## src/rtl/cc_psr_branch.sv

```systemverilog
// Condition-code consumer: latches ALU flags into icc, resolves 4-bit branch conditions, counts branches.
// Optional trap-on-overflow logic is built when CC_PSR_TRAP_EN is defined.
module cc_psr_branch #(
  parameter int unsigned DATAWIDTH_COND  = 4,
  parameter int unsigned DATAWIDTH_COUNT = 16
) (
  input  logic                       CC_PSR_CLOCK_50,
  input  logic                       CC_PSR_RESET_InLow,
  input  logic                       CC_PSR_negative_InHigh,
  input  logic                       CC_PSR_zero_InHigh,
  input  logic                       CC_PSR_overflow_InHigh,
  input  logic                       CC_PSR_carry_InHigh,
  input  logic                       CC_PSR_scc_InHigh,
  input  logic                       CC_PSR_load_InHigh,
  input  logic [DATAWIDTH_COND-1:0]  CC_PSR_cond_InBUS,
  input  logic                       CC_PSR_branchReq_InHigh,
`ifdef CC_PSR_TRAP_EN
  input  logic                       CC_PSR_trapAck_InHigh,
  output logic                       CC_PSR_trapReq_OutHigh,
`endif
  output logic [3:0]                 CC_PSR_icc_OutBUS,
  output logic                       CC_PSR_branchValid_OutHigh,
  output logic                       CC_PSR_branchTaken_OutHigh,
  output logic [DATAWIDTH_COUNT-1:0] CC_PSR_branchCount_OutBUS,
  output logic [DATAWIDTH_COUNT-1:0] CC_PSR_takenCount_OutBUS
);

  typedef enum logic {
    stIdle,
    stResolve
  } stateT;

  localparam logic [DATAWIDTH_COUNT-1:0] cntOne = DATAWIDTH_COUNT'(1);

  stateT      state;
  logic       commit;
  logic [3:0] newFlags;
  logic [3:0] effFlags;
  logic       decision;

  assign commit   = CC_PSR_scc_InHigh & CC_PSR_load_InHigh;
  assign newFlags = {CC_PSR_negative_InHigh, CC_PSR_zero_InHigh,
                     CC_PSR_overflow_InHigh, CC_PSR_carry_InHigh};
  // Forward the committing flags so a branch in the compare cycle sees them.
  assign effFlags = commit ? newFlags : CC_PSR_icc_OutBUS;

  // Upper eight conditions are the complements of the lower eight.
  function automatic logic condTaken(input logic [3:0] cond, input logic [3:0] f);
    logic n, z, v, c, base;
    n = f[3];
    z = f[2];
    v = f[1];
    c = f[0];
    unique case (cond[2:0])
      3'd0:    base = 1'b0;
      3'd1:    base = z;
      3'd2:    base = z | (n ^ v);
      3'd3:    base = n ^ v;
      3'd4:    base = c | z;
      3'd5:    base = c;
      3'd6:    base = n;
      default: base = v;
    endcase
    return base ^ cond[3];
  endfunction

  assign decision = condTaken(CC_PSR_cond_InBUS[3:0], effFlags);

  always_ff @(posedge CC_PSR_CLOCK_50 or negedge CC_PSR_RESET_InLow) begin
    if (!CC_PSR_RESET_InLow) begin
      CC_PSR_icc_OutBUS <= '0;
    end else if (commit) begin
      CC_PSR_icc_OutBUS <= newFlags;
    end
  end

  // Counters advance on the edge that registers a decision, so they line up with the valid pulse.
  always_ff @(posedge CC_PSR_CLOCK_50 or negedge CC_PSR_RESET_InLow) begin
    if (!CC_PSR_RESET_InLow) begin
      state                      <= stIdle;
      CC_PSR_branchValid_OutHigh <= 1'b0;
      CC_PSR_branchTaken_OutHigh <= 1'b0;
      CC_PSR_branchCount_OutBUS  <= '0;
      CC_PSR_takenCount_OutBUS   <= '0;
    end else begin
      case (state)
        stIdle, stResolve: begin
          if (CC_PSR_branchReq_InHigh) begin
            state                      <= stResolve;
            CC_PSR_branchValid_OutHigh <= 1'b1;
            CC_PSR_branchTaken_OutHigh <= decision;
            if (CC_PSR_branchCount_OutBUS != '1) begin
              CC_PSR_branchCount_OutBUS <= CC_PSR_branchCount_OutBUS + cntOne;
            end
            if (decision && (CC_PSR_takenCount_OutBUS != '1)) begin
              CC_PSR_takenCount_OutBUS <= CC_PSR_takenCount_OutBUS + cntOne;
            end
          end else begin
            state                      <= stIdle;
            CC_PSR_branchValid_OutHigh <= 1'b0;
            CC_PSR_branchTaken_OutHigh <= 1'b0;
          end
        end
        default: begin
          state                      <= stIdle;
          CC_PSR_branchValid_OutHigh <= 1'b0;
          CC_PSR_branchTaken_OutHigh <= 1'b0;
        end
      endcase
    end
  end

`ifdef CC_PSR_TRAP_EN
  // A fresh overflow commit wins over a same-cycle acknowledge.
  always_ff @(posedge CC_PSR_CLOCK_50 or negedge CC_PSR_RESET_InLow) begin
    if (!CC_PSR_RESET_InLow) begin
      CC_PSR_trapReq_OutHigh <= 1'b0;
    end else if (commit && CC_PSR_overflow_InHigh) begin
      CC_PSR_trapReq_OutHigh <= 1'b1;
    end else if (CC_PSR_trapAck_InHigh) begin
      CC_PSR_trapReq_OutHigh <= 1'b0;
    end
  end
`endif

endmodule
```

## config.mk

```make
export PLATFORM = sky130hd
export DESIGN_NAME = cc_psr_branch
export DESIGN_NICKNAME = d
export VERILOG_FILES = /design/src/rtl/cc_psr_branch.sv
export SDC_FILE = /design/constraint.sdc
export NUM_CORES = 1
export LEC_CHECK = 0
export ABC_AREA = 1
export CAP_MARGIN = 20
export CORE_ASPECT_RATIO = 1.75
export CORE_MARGIN = 5
export CORE_UTILIZATION = 40
export CTS_CLUSTER_DIAMETER = 60
export CTS_CLUSTER_SIZE = 40
export DETAILED_ROUTE_END_ITERATION = 7
export DONT_BUFFER_PORTS = 1
export PLACE_DENSITY = 0.62
export SLEW_MARGIN = 25
export SYNTH_ARGS = -nofsm -noshare
export SYNTH_HDL_FRONTEND = slang
export SYNTH_SLANG_ARGS = --single-unit
```

## constraint.sdc

```tcl
create_clock -name CC_PSR_CLOCK_50 -period 2.23 [get_ports CC_PSR_CLOCK_50]
set_input_delay 0.1115 -clock CC_PSR_CLOCK_50 [delete_from_list [all_inputs] [get_ports CC_PSR_CLOCK_50]]
set_output_delay 0.1115 -clock CC_PSR_CLOCK_50 [all_outputs]
set_load 0.005 [all_outputs]
```

# After elaboration in Yosys (flattened, before gate mapping)
# Cells that the tools add are included.
[word_totals]
ram_bits = 0
output_inout_bits = 38
register_bits = 38
mem_count = 0
mem_bits_ro = 0
elab_cells = 28
latch_bits = 0
[classes]
shift = 0
div = 0
reduce_logical = 4
n_eq_ne = 8
multipliers = 0
bitwise = 5
n_addsub = 2
magnitude_cmp = 0
muxes = 4
[ops]
columns = ["op", "n"]
rows = [
  ["$add A16 B1 Y16 const B", 2],
  ["$ne A16 B16 Y1 const B", 2],
  ["$eq A3 B3 Y1 const B", 3],
  ["$pmux W1 S7", 1],
  ["$eq A3 B2 Y1 const B", 2],
  ["$mux W4", 1],
  ["$reduce_and A2 Y1", 2],
  ["$eq A3 B1 Y1 const B", 1],
  ["$logic_not A3 Y1", 1],
  ["$mux W1", 2],
  ["$or A1 B1 Y1", 2],
  ["$xor A1 B1 Y1", 2],
  ["$and A1 B1 Y1", 1],
  ["$logic_and A1 B1 Y1", 1],
]

# Depth between registers and ports, before layout
[depth]
ltp_word = 8
ltp_mapped = 13
depth_no_buf = 12

# Worst setup path before layout
# Ideal clock, no wire load.
[synth_timing]
kind = "register to register"
start = "register CC_PSR_branchCount_OutBUS[0]"
end = "register CC_PSR_branchCount_OutBUS[11]"
path_stages_with_launch = 11
path_slack_ns = 0.509
setup_ns = 0.122
required_time_ns = 2.108
period_less_slack_ns = 1.721
arrival_time_ns = 1.600
n_path_buf = 0
cell_sequence = "dfrtp_1 > ha_1 > nand3_1 > nor2_1 > nand3_1 > nand2_1 > nor2_1 > nand2_1 > nor2_1 > nand2_1 > xor2_1"
[synth_via]
elab_chain_cells = 2
word_cells_on_any_way = 3
cone_classes = "1 x add/sub; 1 x eq/ne; 1 x reduce/logical"
[synth_rtl]
columns = ["element", "line_no", "text"]
rows = [
  ["start, declared", "24", "output logic [DATAWIDTH_COUNT-1:0] CC_PSR_branchCount_OutBUS,"],
  ["start signal, assigned", "93", "CC_PSR_branchCount_OutBUS <= CC_PSR_branchCount_OutBUS + cntOne;"],
  ["parallel branches: the longest is 2 deep, another holds $add A16 B1 Y16", "--", ""],
]
# Parallel ways; which one is timed is not known.
# A chain may end at the register's enable or synchronous reset.

# Worst setup path after layout
[layout_timing]
start = "register CC_PSR_takenCount_OutBUS[0]"
end = "register CC_PSR_takenCount_OutBUS[1]"
[layout_via]
elab_chain_cells = 3
word_cells_on_any_way = 4
cone_classes = "1 x add/sub; 1 x eq/ne; 2 x reduce/logical"
[layout_rtl]
columns = ["element", "line_no", "text"]
rows = [
  ["start, declared", "25", "output logic [DATAWIDTH_COUNT-1:0] CC_PSR_takenCount_OutBUS"],
  ["start signal, assigned", "96", "CC_PSR_takenCount_OutBUS <= CC_PSR_takenCount_OutBUS + cntOne;"],
  ["parallel branches: the longest is 3 deep, another holds $add A16 B1 Y16", "--", ""],
]
# Parallel ways; which one is timed is not known.

==> metrics.md <==
| Metric | Value |
|---|---|
| Status | `completed` |
| WL final | `5.17 mm` |
| Die extent in y | `107 um` |
| Initial antenna violation count | `0` |
| Setup crit start kind | `register` |
| Syn Area/Cell | `8.21 um2` |
| Compound-Gate Fraction of Synth Area | `0.923%` |
| Fmax | `494 MHz` |
| Largest family of logic cells by synthesized area | `simple AND/OR/NAND/NOR gates` |
| Synth cell types | `23` |
| WS Path Type | `register to register` |
| WP data arrival | `2.25 ns` |
| Largest net degree at the start of global routing | `39` |
| Vias per cell | `5.24` |
| Die ar. | `7050 um2` |
| DR iter-0 viols | `119` |
| Clk sink count | `38` |
| R2R setup slack | `0.20 ns` |
| Min Tclk post-route | `2.03 ns` |
| Setup violators final | `0` |
| Vias | `1,728` |
| Share of the yosys chip area belonging to registers | `43.9%` |
| Hold Crit Start | `CC_PSR_carry_InHigh` |
| First-pass GRT wire length | `8.42 mm` |
| Post-Syn Nets | `279` |
| Total GRT Usage | `15.7%` |
| CTS tree | `yes` |
| Number of global-route vias before repair | `1,728` |
| Starting Density | `41.3%` |
| I/O pins | `51` |
| Total CTS buffers | `5` |
| Synth Warn # | `0` |
| Finished Layout Cells | `330` |
| Reg2reg start | `CC_PSR_takenCount_OutBUS[0]$_DFFE_PN0P_` |
| Post-Synth XOR/XNOR Area | `11.7%` |
| Utilization after layout | `45.5%` |
| Power Density | `801 nW/um2` |
| Area grow syn2layout | `10.2%` |
| Lkg Pwr | `1.24 nW` |
| Remaining global-route overflow | `0` |
| Commonest non-fill, non-tap cell in the layout | `nand2_1` |
| Max FO, Critical Path | `16` |
| Post-Synth Adder-Cell Area | `1.15%` |
| Clock slew at reported path FFs | `0.08 ns` |
| Post-layout nets | `289` |
| DR pass1 iterations | `4` |
| Clock Path Buffers | `2` |
| Gate Count Post-Synth | `264` |
| Fin. Hold Viols | `0` |
| CP startpoint | `CC_PSR_takenCount_OutBUS[0]$_DFFE_PN0P_` |
| Worst EP required | `2.45 ns` |
| Die X | `65.7 um` |
| Diode count | `0` |
| Total Power | `1.91 mW` |
| Worst hold slack | `0.00867 ns` |
| RSZ-0062 raised after global routing | `no` |
| # DRC | `0` |
| Layout cells sized above 1 | `9.45%` |
| Hpwl dp | `3.88 mm` |
| VDD IR-drop max | `0.487 mV` |
| DP Cell Count | `318` |
| Core ar. | `5260 um2` |
| Post-route setup TNS | `0 ns` |
| Most frequent cells in the layout | `nand2_1 (81), dfrtp_1 (38), nand3_1 (33), inv_1 (29), xor2_1 (21)` |
| Hold WC Path Type | `input pin to register` |
| Worst skew pair latency | `0.29 ns` |
| CP Capture Type | `register` |
| WL/cell | `15.7 um` |
| Slew Viols, Final | `0` |
| Routability Congestion | `0.797` |
| FF+latch count, synth | `38` |
| Max Cap Violations | `0` |
| Multiplexer share of the synthesized area | `0%` |
| H-tree level count | `2` |
| Final Skew | `0.0108 ns` |
| Headroom to the max-slew limit | `69.9%` |
| PortBufs | `0` |
| Cell at the root of the clock tree | `clkbuf_8` |
| Syn Std Cell Area | `2170 um2` |
| Final ANT Viol Nets | `0` |
| Tcrit/Tclk final | `90.8%` |
| Simple-Gate Fraction of Synth Area | `35.6%` |
| Row cnt | `35` |
| Worst slew pin tran | `0.447 ns` |
-- routing by layer --
metal  share of wire, %  up-vias  track usage, %
met5                  0        -               0
met3                6.5        9            5.64
met4                1.9        0            5.64
li1                   -      861               -
met2                 56       44            28.7
met1                 36      814            15.7
-- Yosys cell counts, drive strengths merged --
| cell type | n | area share (%) |
|---|---|---|
| nand3 | 37 | 9.5 |
| a21oi | 2 | 0.46 |
| nor2 | 13 | 3.3 |
| nand4 | 7 | 3.4 |
| dfrtp | 38 | 44 |
| and2 | 1 | 0.29 |
| nor3b | 2 | 0.69 |
| o21ai | 2 | 0.46 |
| nor4 | 5 | 1.4 |
| buf | 5 | 1.7 |
| nor3 | 6 | 1.4 |
| nand2 | 85 | 15 |
| xor2 | 21 | 8.5 |
| inv | 29 | 5.0 |
| or2 | 1 | 0.40 |
| xnor2 | 8 | 3.2 |
| ha | 2 | 1.2 |
-- critical path, stage by stage, from the launching register on --
cell	delay, ns
dfrtp_1	0.44
ha_1	0.27
nand3_2	0.12
or2_4	0.31
nor2_8	0.11
nand4_4	0.24
nand4_4	0.32
nand2_1	0.08
nand2_1	0.08
-- registers in the layout, indices dropped and copies added (netlist names) --
register,count
CC_PSR_branchCount_OutBUS,16
CC_PSR_takenCount_OutBUS,16
CC_PSR_branchTaken_OutHigh,1
CC_PSR_branchValid_OutHigh,1
CC_PSR_icc_OutBUS,4
-- power breakdown --
| group | leakage, nW | internal, mW | switching, mW |
|---|---|---|---|
| Combinational | 0.708 | 0.142 | 0.211 |
| Sequential | 0.478 | 0.808 | 0.194 |
| Clock | 0.0575 | 0.313 | 0.247 |
-- cells by family after synthesis --
logic type | Yosys count
buffers and inverters | 34
adder cells (fa/ha/maj) | 2
XOR/XNOR | 29
flip-flops | 38
AO/OA/AOI/OAI | 4
AND/OR/NAND/NOR | 157
-- area by class of cell --
| cell class | instances | area (um2) |
|---|---|---|
| Multi-Input combinational cell | 192 | 1070 |
| Timing Repair Buffer | 8 | 80.1 |
| Fill cell | 518 | 2870 |
| Sequential cell | 38 | 951 |
| Inverter | 29 | 109 |
| Tap cell | 55 | 68.8 |
| Clock buffer | 8 | 110 |
-- repair_timing --
action,4_1_cts,5_1_grt
hold buffers,3,1
buffers inserted,0,0
gates resized for setup,0,0
hold endpoints to repair,39,1
-- path summary, 6_finish.rpt --
path | end | depth (start not counted)
setup / recovery | CC_PSR_takenCount_OutBUS[1]$_DFFE_PN0P_ | 8
hold / removal | CC_PSR_icc_OutBUS[0]$_DFF_PN0_ | 2
setup reg to reg | CC_PSR_takenCount_OutBUS[1]$_DFFE_PN0P_ | 8
hold reg to reg | CC_PSR_icc_OutBUS[0]$_DFF_PN0_ | 2
max in group asynchronous | CC_PSR_takenCount_OutBUS[1]$_DFFE_PN0P_ | 2
min in group asynchronous | CC_PSR_icc_OutBUS[3]$_DFF_PN0_ | 2
-- per-stage QoR --
step / cell area [um2] / setup WS [ns]
6_report: 2390 / 0.205
5_1_grt: 2390 / 0.0323
4_1_cts: 2380 / 0.215
3_5_place_dp: 2230 / 0.234
3_3_place_gp: 2230 / 0.276
2_1_floorplan: 2170 / 0.509
No activity file was read; power rests on OpenSTA's default activity.
